--- config.mk ---
export PLATFORM = sky130hd
export DESIGN_NAME = uart_line_rx
export DESIGN_NICKNAME = d
export VERILOG_FILES = /design/src/rtl/riscv_pkg.sv /design/src/rtl/uart_rx_fifo.sv /design/src/rtl/uart_line_rx.sv
export SDC_FILE = /design/constraint.sdc
export NUM_CORES = 1
export LEC_CHECK = 0
export CAP_MARGIN = 20
export CORE_MARGIN = 4
export CORE_UTILIZATION = 60
export DETAILED_ROUTE_END_ITERATION = 10
export PLACE_DENSITY_LB_ADDON = 0.05
export SYNTH_ARGS = -nofsm -noshare
export SYNTH_HDL_FRONTEND = slang
export SYNTH_SLANG_ARGS = --single-unit
--- constraint.sdc ---
create_clock -name sys_clk -period 7.6 [get_ports sys_clk]
set_clock_uncertainty 0.15 [all_clocks]
set_input_delay 2.28 -clock sys_clk [delete_from_list [all_inputs] [get_ports sys_clk]]
set_output_delay 2.28 -clock sys_clk [all_outputs]
set_load 0.01 [all_outputs]
--- src/rtl/riscv_pkg.sv ---
// Shared types and defaults for the UART receive path.
package riscv_pkg;

    typedef enum logic [1:0] {
        PAR_NONE,
        PAR_EVEN,
        PAR_ODD
    } parity_e;

    typedef enum logic [2:0] {
        ST_IDLE,
        ST_START,
        ST_DATA,
        ST_PARITY,
        ST_STOP
    } uart_rx_state_e;

    localparam int unsigned UART_BAUDRATE = 115_200;

    // Clock cycles per bit, rounded to nearest.
    function automatic int unsigned uart_div(input int unsigned clk_hz, input int unsigned baud);
        return (clk_hz + baud / 2) / baud;
    endfunction

endpackage

--- src/rtl/uart_rx_fifo.sv ---
// Synchronous FIFO with level output. A pop is only honoured when the FIFO
// holds data, and a push into a full FIFO is only honoured alongside a pop.
module uart_rx_fifo #(
    parameter int DEPTH = 16,
    parameter int WIDTH = 8
) (
    input  logic                     clk,
    input  logic                     rst,
    input  logic                     wr_en,
    input  logic [WIDTH-1:0]         wr_data,
    input  logic                     rd_en,
    output logic [WIDTH-1:0]         rd_data,
    output logic [$clog2(DEPTH):0]   level,
    output logic                     full,
    output logic                     empty,
    output logic                     wr_acc,
    output logic                     rd_acc
);

    localparam int AW = $clog2(DEPTH);

    logic [WIDTH-1:0] mem [DEPTH];
    logic [AW-1:0]    wr_ptr;
    logic [AW-1:0]    rd_ptr;
    logic [AW:0]      count;

    assign empty   = (count == '0);
    assign full    = (count == (AW+1)'(DEPTH));
    assign rd_acc  = rd_en && !empty;
    assign wr_acc  = wr_en && (!full || rd_acc);
    assign rd_data = mem[rd_ptr];
    assign level   = count;

    // Pointer and occupancy bookkeeping.
    always_ff @(posedge clk) begin
        if (rst) begin
            wr_ptr <= '0;
            rd_ptr <= '0;
            count  <= '0;
        end else begin
            if (wr_acc) wr_ptr <= wr_ptr + 1'b1;
            if (rd_acc) rd_ptr <= rd_ptr + 1'b1;
            if (wr_acc && !rd_acc)
                count <= count + 1'b1;
            else if (!wr_acc && rd_acc)
                count <= count - 1'b1;
        end
    end

    // Storage; contents are don't-care until written.
    always_ff @(posedge clk) begin
        if (wr_acc) mem[wr_ptr] <= wr_data;
    end

endmodule

--- src/rtl/uart_line_rx.sv ---
// UART receiver with sticky error flags, RX FIFO and end-of-line tracking.
module uart_line_rx import riscv_pkg::*; #(
    parameter int unsigned CLK_FREQ_HZ = 70_000_000,
    parameter int unsigned BAUDRATE    = UART_BAUDRATE,
    parameter int unsigned DATA_BITS   = 8,
    parameter parity_e     PARITY      = PAR_EVEN,
    parameter int unsigned STOP_BITS   = 1,
    parameter int unsigned FIFO_DEPTH  = 16,
    parameter logic [7:0]  EOL_CHAR    = 8'h0A
) (
    input  logic                          sys_clk,
    input  logic                          sys_rst,
    input  logic                          uart_rxd,
    output logic [7:0]                    m_data,
    output logic                          m_valid,
    input  logic                          m_ready,
    output logic                          line_avail,
    output logic [$clog2(FIFO_DEPTH):0]   fifo_level,
    output logic                          parity_err,
    output logic                          frame_err,
    output logic                          overflow,
    input  logic                          clr_err,
    output logic                          rx_busy
);

    localparam int unsigned DIV = uart_div(CLK_FREQ_HZ, BAUDRATE);
    localparam int CW = $clog2(DIV);
    localparam int LW = $clog2(FIFO_DEPTH) + 1;
    localparam logic [CW-1:0] HALF_LD = CW'(DIV / 2 - 1);
    localparam logic [CW-1:0] FULL_LD = CW'(DIV - 1);

    if (DIV < 4) begin : g_div_chk
        $error("uart_line_rx: fewer than 4 clocks per bit");
    end
    if (DATA_BITS < 5 || DATA_BITS > 8) begin : g_bits_chk
        $error("uart_line_rx: DATA_BITS must be 5..8");
    end
    if (STOP_BITS < 1 || STOP_BITS > 2) begin : g_stop_chk
        $error("uart_line_rx: STOP_BITS must be 1 or 2");
    end
    if (FIFO_DEPTH < 2 || (FIFO_DEPTH & (FIFO_DEPTH - 1)) != 0) begin : g_depth_chk
        $error("uart_line_rx: FIFO_DEPTH must be a power of two >= 2");
    end

    logic                 rxd_m, rxd_s;
    uart_rx_state_e       state;
    logic [CW-1:0]        cnt;
    logic [3:0]           bit_cnt;
    logic [DATA_BITS-1:0] shreg;
    logic                 armed;
    logic                 bad_par, bad_stop;
    logic                 push_q, par_hit, frm_hit;
    logic                 tick, exp_par;
    logic [7:0]           rx_byte;
    logic                 fifo_full, fifo_empty, wr_acc, rd_acc, drop;
    logic                 eol_in, eol_out;
    logic [LW-1:0]        eol_cnt;

    assign tick    = (cnt == '0);
    assign exp_par = (PARITY == PAR_ODD) ? ~^shreg : ^shreg;
    assign rx_byte = 8'(shreg);
    assign rx_busy = (state != ST_IDLE);

    // Two-flop synchronizer; idles high so reset never looks like a start bit.
    always_ff @(posedge sys_clk) begin
        if (sys_rst) begin
            rxd_m <= 1'b1;
            rxd_s <= 1'b1;
        end else begin
            rxd_m <= uart_rxd;
            rxd_s <= rxd_m;
        end
    end

    // Frame FSM. 'armed' requires the line to be seen high in IDLE before a
    // falling level counts as a start, so a held-low break is not re-read.
    always_ff @(posedge sys_clk) begin
        if (sys_rst) begin
            state    <= ST_IDLE;
            cnt      <= '0;
            bit_cnt  <= '0;
            shreg    <= '0;
            armed    <= 1'b0;
            bad_par  <= 1'b0;
            bad_stop <= 1'b0;
            push_q   <= 1'b0;
            par_hit  <= 1'b0;
            frm_hit  <= 1'b0;
        end else begin
            push_q  <= 1'b0;
            par_hit <= 1'b0;
            frm_hit <= 1'b0;
            if (state != ST_IDLE && !tick) cnt <= cnt - 1'b1;
            case (state)
                ST_IDLE: begin
                    if (rxd_s) begin
                        armed <= 1'b1;
                    end else if (armed) begin
                        armed <= 1'b0;
                        state <= ST_START;
                        cnt   <= HALF_LD;
                    end
                end
                ST_START: begin
                    if (tick) begin
                        if (rxd_s) begin
                            state <= ST_IDLE;
                        end else begin
                            state    <= ST_DATA;
                            cnt      <= FULL_LD;
                            bit_cnt  <= '0;
                            bad_par  <= 1'b0;
                            bad_stop <= 1'b0;
                        end
                    end
                end
                ST_DATA: begin
                    if (tick) begin
                        shreg <= {rxd_s, shreg[DATA_BITS-1:1]};
                        cnt   <= FULL_LD;
                        if (bit_cnt == 4'(DATA_BITS - 1)) begin
                            bit_cnt <= '0;
                            state   <= (PARITY == PAR_NONE) ? ST_STOP : ST_PARITY;
                        end else begin
                            bit_cnt <= bit_cnt + 1'b1;
                        end
                    end
                end
                ST_PARITY: begin
                    if (tick) begin
                        cnt   <= FULL_LD;
                        state <= ST_STOP;
                        if (rxd_s != exp_par) begin
                            bad_par <= 1'b1;
                            par_hit <= 1'b1;
                        end
                    end
                end
                ST_STOP: begin
                    if (tick) begin
                        cnt <= FULL_LD;
                        if (!rxd_s) begin
                            bad_stop <= 1'b1;
                            frm_hit  <= 1'b1;
                        end
                        if (bit_cnt == 4'(STOP_BITS - 1)) begin
                            state  <= ST_IDLE;
                            push_q <= !bad_par && !bad_stop && rxd_s;
                        end else begin
                            bit_cnt <= bit_cnt + 1'b1;
                        end
                    end
                end
                default: state <= ST_IDLE;
            endcase
        end
    end

    uart_rx_fifo #(
        .DEPTH (FIFO_DEPTH),
        .WIDTH (8)
    ) u_fifo (
        .clk     (sys_clk),
        .rst     (sys_rst),
        .wr_en   (push_q),
        .wr_data (rx_byte),
        .rd_en   (m_ready),
        .rd_data (m_data),
        .level   (fifo_level),
        .full    (fifo_full),
        .empty   (fifo_empty),
        .wr_acc  (wr_acc),
        .rd_acc  (rd_acc)
    );

    assign m_valid = !fifo_empty;
    assign drop    = push_q && fifo_full && !rd_acc;
    assign eol_in  = wr_acc && (rx_byte == EOL_CHAR);
    assign eol_out = rd_acc && (m_data == EOL_CHAR);

    // Count of EOL bytes currently buffered.
    always_ff @(posedge sys_clk) begin
        if (sys_rst)
            eol_cnt <= '0;
        else if (eol_in && !eol_out)
            eol_cnt <= eol_cnt + 1'b1;
        else if (!eol_in && eol_out)
            eol_cnt <= eol_cnt - 1'b1;
    end

    assign line_avail = (eol_cnt != '0);

    // Sticky error flags; a clear wins over a same-cycle set.
    always_ff @(posedge sys_clk) begin
        if (sys_rst || clr_err) begin
            parity_err <= 1'b0;
            frame_err  <= 1'b0;
            overflow   <= 1'b0;
        end else begin
            if (par_hit) parity_err <= 1'b1;
            if (frm_hit) frame_err  <= 1'b1;
            if (drop)    overflow   <= 1'b1;
        end
    end

endmodule

Word level (Yosys, flattened, before mapping). Memories as Yosys holds them, arrays and structs flattened. A register that Yosys moved wholly into a read port is not among the register bits. Index checks and enable logic that the tools add are counted.

Register bits: 54. Bits in writable memories: 128. Input port bits: 5. Output and inout bits: 19. Word-level logic and storage cells: 141. Memories kept: 1.

Add/sub/neg operators: 8. Equality and inequality tests: 21. Mux-type cells: 43. Bitwise logic cells: 4. Reduce and logical (&&, ||, !) cells: 45.

Memories: u_fifo.mem (words 16, width 8, rd ports 1, clocked after Yosys merged registers in 1, wr ports 1, RTL line uart_rx_fifo.sv:22) `logic [WIDTH-1:0] mem [DEPTH];`.

Operator list (count): $mux 10 (6); $mux 4 (8); $pmux 10 s3 (1); $mux 3 (8); $ne 2x2->1 const B (12); $mux 5 (4); $eq 8x4->1 const B (2); $pmux 3 s5 (1); $logic_and 1x1->1 (13); $add 4x1->4 const B (3); $pmux 4 s3 (1); $mux 1 (11); $add 5x1->5 const B (2); $logic_not 10->1 (1); $reduce_and 5->1 (2); $sub 10x1->10 const B (1); $sub 5x1->5 const B (2); $logic_not 1->1 (9); $reduce_or 3->1 (3); $reduce_and 8->1 (1); $reduce_bool 2->1 (4); $reduce_xor 8->1 (1); $eq 3x2->1 const B (2); $reduce_and 6->1 (1); 16 further kinds (22).

Logic depth before layout (Yosys ltp).
Depth in word-level cells: 10. Depth in mapped cells: 16.

Cells and area by module. Synthesis repeated with hierarchy kept, for this count alone.

Cells, all modules: 580. Area, all modules: 8030.2 µm².

Modules (own cells, without submodules): uart_rx_fifo (times used 1, cells each 308, area an instance 5775.5 µm², sequential area each 4184.0 µm²); uart_line_rx (times used 1, cells each 272, area an instance 2254.7 µm², sequential area each 820.8 µm²).

Least setup slack after synthesis. Ideal clock, no wire load.

Path type: input to register. Start point: input port m_ready. End point: register eol_cnt[4]. Setup time: 71 ps. Data arrival time: 4758 ps. Required time: 7379 ps. Slack: 2621 ps. Cell stages on the path: 12. Cell sequence: o21a_1 inv_2 or3b_1 or4_1 ha_1 inv_1 ha_1 a21o_1 a21oi_1 xnor2_1 or3_1 a21oi_1.

Longest elaborated chain between the ends: 7.

RTL lines: start, declared (RTL line uart_line_rx.sv:16) `input logic m_ready,`; $logic_and 1x1->1 * (RTL line uart_rx_fifo.sv:29) `assign rd_acc = rd_en && !empty;`; $logic_or 1x1->1 (RTL line uart_rx_fifo.sv:30) `assign wr_acc = wr_en && (!full || rd_acc);`; $logic_and 1x1->1 (RTL line uart_rx_fifo.sv:30); $logic_and 1x1->1 (RTL line uart_line_rx.sv:178) `assign eol_in = wr_acc && (rx_byte == EOL_CHAR);`; $logic_not 1->1 (RTL line uart_line_rx.sv:187) `else if (!eol_in && eol_out)`; $logic_and 1x1->1 (RTL line uart_line_rx.sv:187); $reduce_bool 2->1 (no line); end signal, assigned (RTL line uart_line_rx.sv:186) `eol_cnt <= eol_cnt + 1'b1;`; end signal, assigned (RTL line uart_line_rx.sv:188) `eol_cnt <= eol_cnt - 1'b1;`; end, declared (RTL line uart_line_rx.sv:57) `logic [LW-1:0] eol_cnt;`.

Every way passes the cells marked *; elsewhere a longest branch is shown, timed or not. A chain may end at the register's enable or synchronous reset.

==> run summary <==
outcome = finished clean
Worst EP required = 5.17 ns
P_leak = 3.03 nW
Avg Cell Area, Syn = 14.2 um^2
synth unique cells = 54
Pint = 1.93 mW
max-cap check violation count = 0
DIE AREA = 0.0150 mm^2
post-synthesis mux area share = 0.125
worst min path class = register to register
first-pass GRT wire length = 25300 um
final net count = 605
Power Density = 289 mW/mm^2
WL per Instance = 20.3 um
H-tree depth = 4
overflow left after global routing = 0
clock buffer depth = 2
Num CTS Buffers = 17
worst path bufs/invs = 2
Mapped Area = 0.00785 mm^2
adder-cell share of the synthesized area = 0.0370
hold buffer count at CTS = 0
share of flip-flops with an asynchronous set or reset = 0
n_diodes = 0
unrepaired setup endpoints after global routing = no
post-DP HPWL = 10000 um
final wirelength = 15500 um
final period utilization = 0.753
fin. max-slew vios = 0
Critical Path Max Stage Delay = 0.94 ns
vias in the first global route = 4694
initial antenna violation count = 0
maximum fanout along the worst path = 27
FP Rows = 41
clock network power share = 0.374
drt first pass iters = 4
routability congestion estimate = 0.827
Setup Fix Bufs, Post-CTS = 0
number of fillers in the final layout = 896
largest family of logic cells by synthesized area = multiplexers
DIE HEIGHT = 122 um
Layout Utilization = 0.697
Final Setup Violations = 0
fmax = 175 MHz
largest net degree at the start of global routing = 56
slew margin rel. = 0.220
Area Growth Syn to Fin = 12.9%
Post-synth EDFFs = 128
commonest non-fill, non-tap cell in the layout = edfxtp_1
Setup CP Type = register to output pin
final cell count without fillers = 763
Sequential Power Share = 0.452
CTS sink cnt = 186
Crit-path slowest cell = dfxtp_2
commonest non-fill, non-tap cells in the layout = edfxtp_1 (128), dfxtp_1 (57), nor2_1 (54)
#FFs+latches synth = 186
critical path endpoint category = output pin
DR DRC count = 0
Worst VDD drop = 216 uV
DP Cell Count = 731
post-placement cell area = 0.00822 mm^2
I/O pin count = 24
data arrival time of the worst path = 3.29 ns
final hold violations = 0
Root Driver = clkbuf_16
clock-pin transition on the worst setup and hold timing paths = 0.06 ns
most frequent cell on the critical path = mux4_2
Routed Antenna Nets = 0
simple-gate portion of the synthesized area = 0.0979
synth warn = 0
Clock Latency Late Sink = 0.43 ns
Reg2Reg Depth = 14
Seq/Total Area, Yosys = 0.638
Total GRT Usage = 0.230
Post-Synthesis Cells = 554
Synth Area in XOR/XNOR = 0.0268
Vias = 4496
CTS-repair resized insts = 0
CTS tree = built
min Tclk post-route = 5.72 ns
Stages on worst setup path = 4
Combinational Power Share = 0.173
compound-cell area share of the yosys netlist = 0.0480
core area = 0.0127 mm^2
switching share of power = 0.249
IO Port Bufs = 23
actual slew at the worst max-slew pin = 1.17 ns
initial drt markers = 378
CP startpoint kind = register
drt via density = 5.89
Die W = 122 um
Net Sw Power = 637 uW
sequence of cells on the critical path = buf_4 > mux4_2 > mux4_2 > clkdlybuf4s50_1
Main synth FF type = edfxtp_1
initial core utilization = 0.617
hold depth = 1
final instance area = 0.00886 mm^2
delay-heaviest family, CP = multiplexers
share of layout cells above drive strength 1 = 0.120
setup_tns = 0 ns
syn nets = 581
area by class of cell:
cell class / count / area, um^2 / share of cell area
flip-flops and latches: 186 / 5010 / 0.565
clock buffers: 18 / 429 / 0.0484
well taps: 172 / 215 / 0.0243
repair buffers: 30 / 278 / 0.0313
multi-input cells: 320 / 2630 / 0.297
clock inverters: 14 / 219 / 0.0247
inverters: 23 / 86.3 / 0.00974
Yosys cell counts (11+ instances only):
library cell / number / share of area
a21oi_1: 28 / 0.018
mux4_2: 27 / 0.077
xnor2_1: 15 / 0.017
inv_1: 20 / 0.0096
nand3_1: 11 / 0.0070
nand2_1: 22 / 0.011
nor2_1: 54 / 0.026
ha_1: 20 / 0.032
dfxtp_1: 58 / 0.15
mux2i_1: 26 / 0.033
clkbuf_1: 17 / 0.0081
edfxtp_1: 128 / 0.49
nor3_1: 16 / 0.010
flip-flops by register name, indices dropped and copies added, names as in the netlist, named ones only:
register and count:
u_fifo.level 5, bit_cnt 4, cnt 10, u_fifo.rd_ptr 4, eol_cnt 5, bad_par 1, rx_byte 8, frm_hit 1
bad_stop 1, overflow 1, frame_err 1, push_q 1, rxd_m 1, u_fifo.mem 128, par_hit 1, state 3
rxd_s 1, armed 1, u_fifo.wr_ptr 4, parity_err 1
logic make-up after synthesis:
family          count (synthesis)
compound gates                 62
buf+inv                        48
fa+ha+maj                      22
flops                         186
simple gates                  154
mux                            58
xor+xnor                       24
final timing paths:
kind                  from         end  slack (ns)
setup / recovery  register   m_data[0]        1.88
hold / removal       rxd_m       rxd_s        0.29
setup reg to reg  register  eol_cnt[4]        2.58
hold reg to reg      rxd_m       rxd_s        0.29
power groups by stage:
| stage | clock network, mW | registers (mW) | logic (mW) |
|---|---|---|---|
| after global routing | 1.01 | 1.17 | 0.483 |
| after global placement | 0 | 1.19 | 0.442 |
| after floorplan | 0 | 1.14 | 0.356 |
| final | 0.960 | 1.16 | 0.444 |
| after CTS | 0.969 | 1.16 | 0.448 |
| after detailed placement | 0 | 1.19 | 0.444 |
metrics by stage:
step           power [mW]  hold WS, ns  setup WS (ns)
2_1_floorplan        1.49        0.239           2.62
3_3_place_gp         1.63        0.245           1.99
3_5_place_dp         1.63        0.262           1.91
4_1_cts              2.58        0.288           1.76
5_1_grt              2.67        0.304           1.67
6_report             2.56        0.286           1.88
metal layers:
metal  up-vias  share of wire  global-route usage
met5         -              0                   0
met4         0          0.023              0.0896
met3        26          0.065              0.0548
met2       129           0.49               0.382
met1      2216           0.42               0.295
li1       2125              -                   -
No activity file was read; power rests on OpenSTA's default activity.
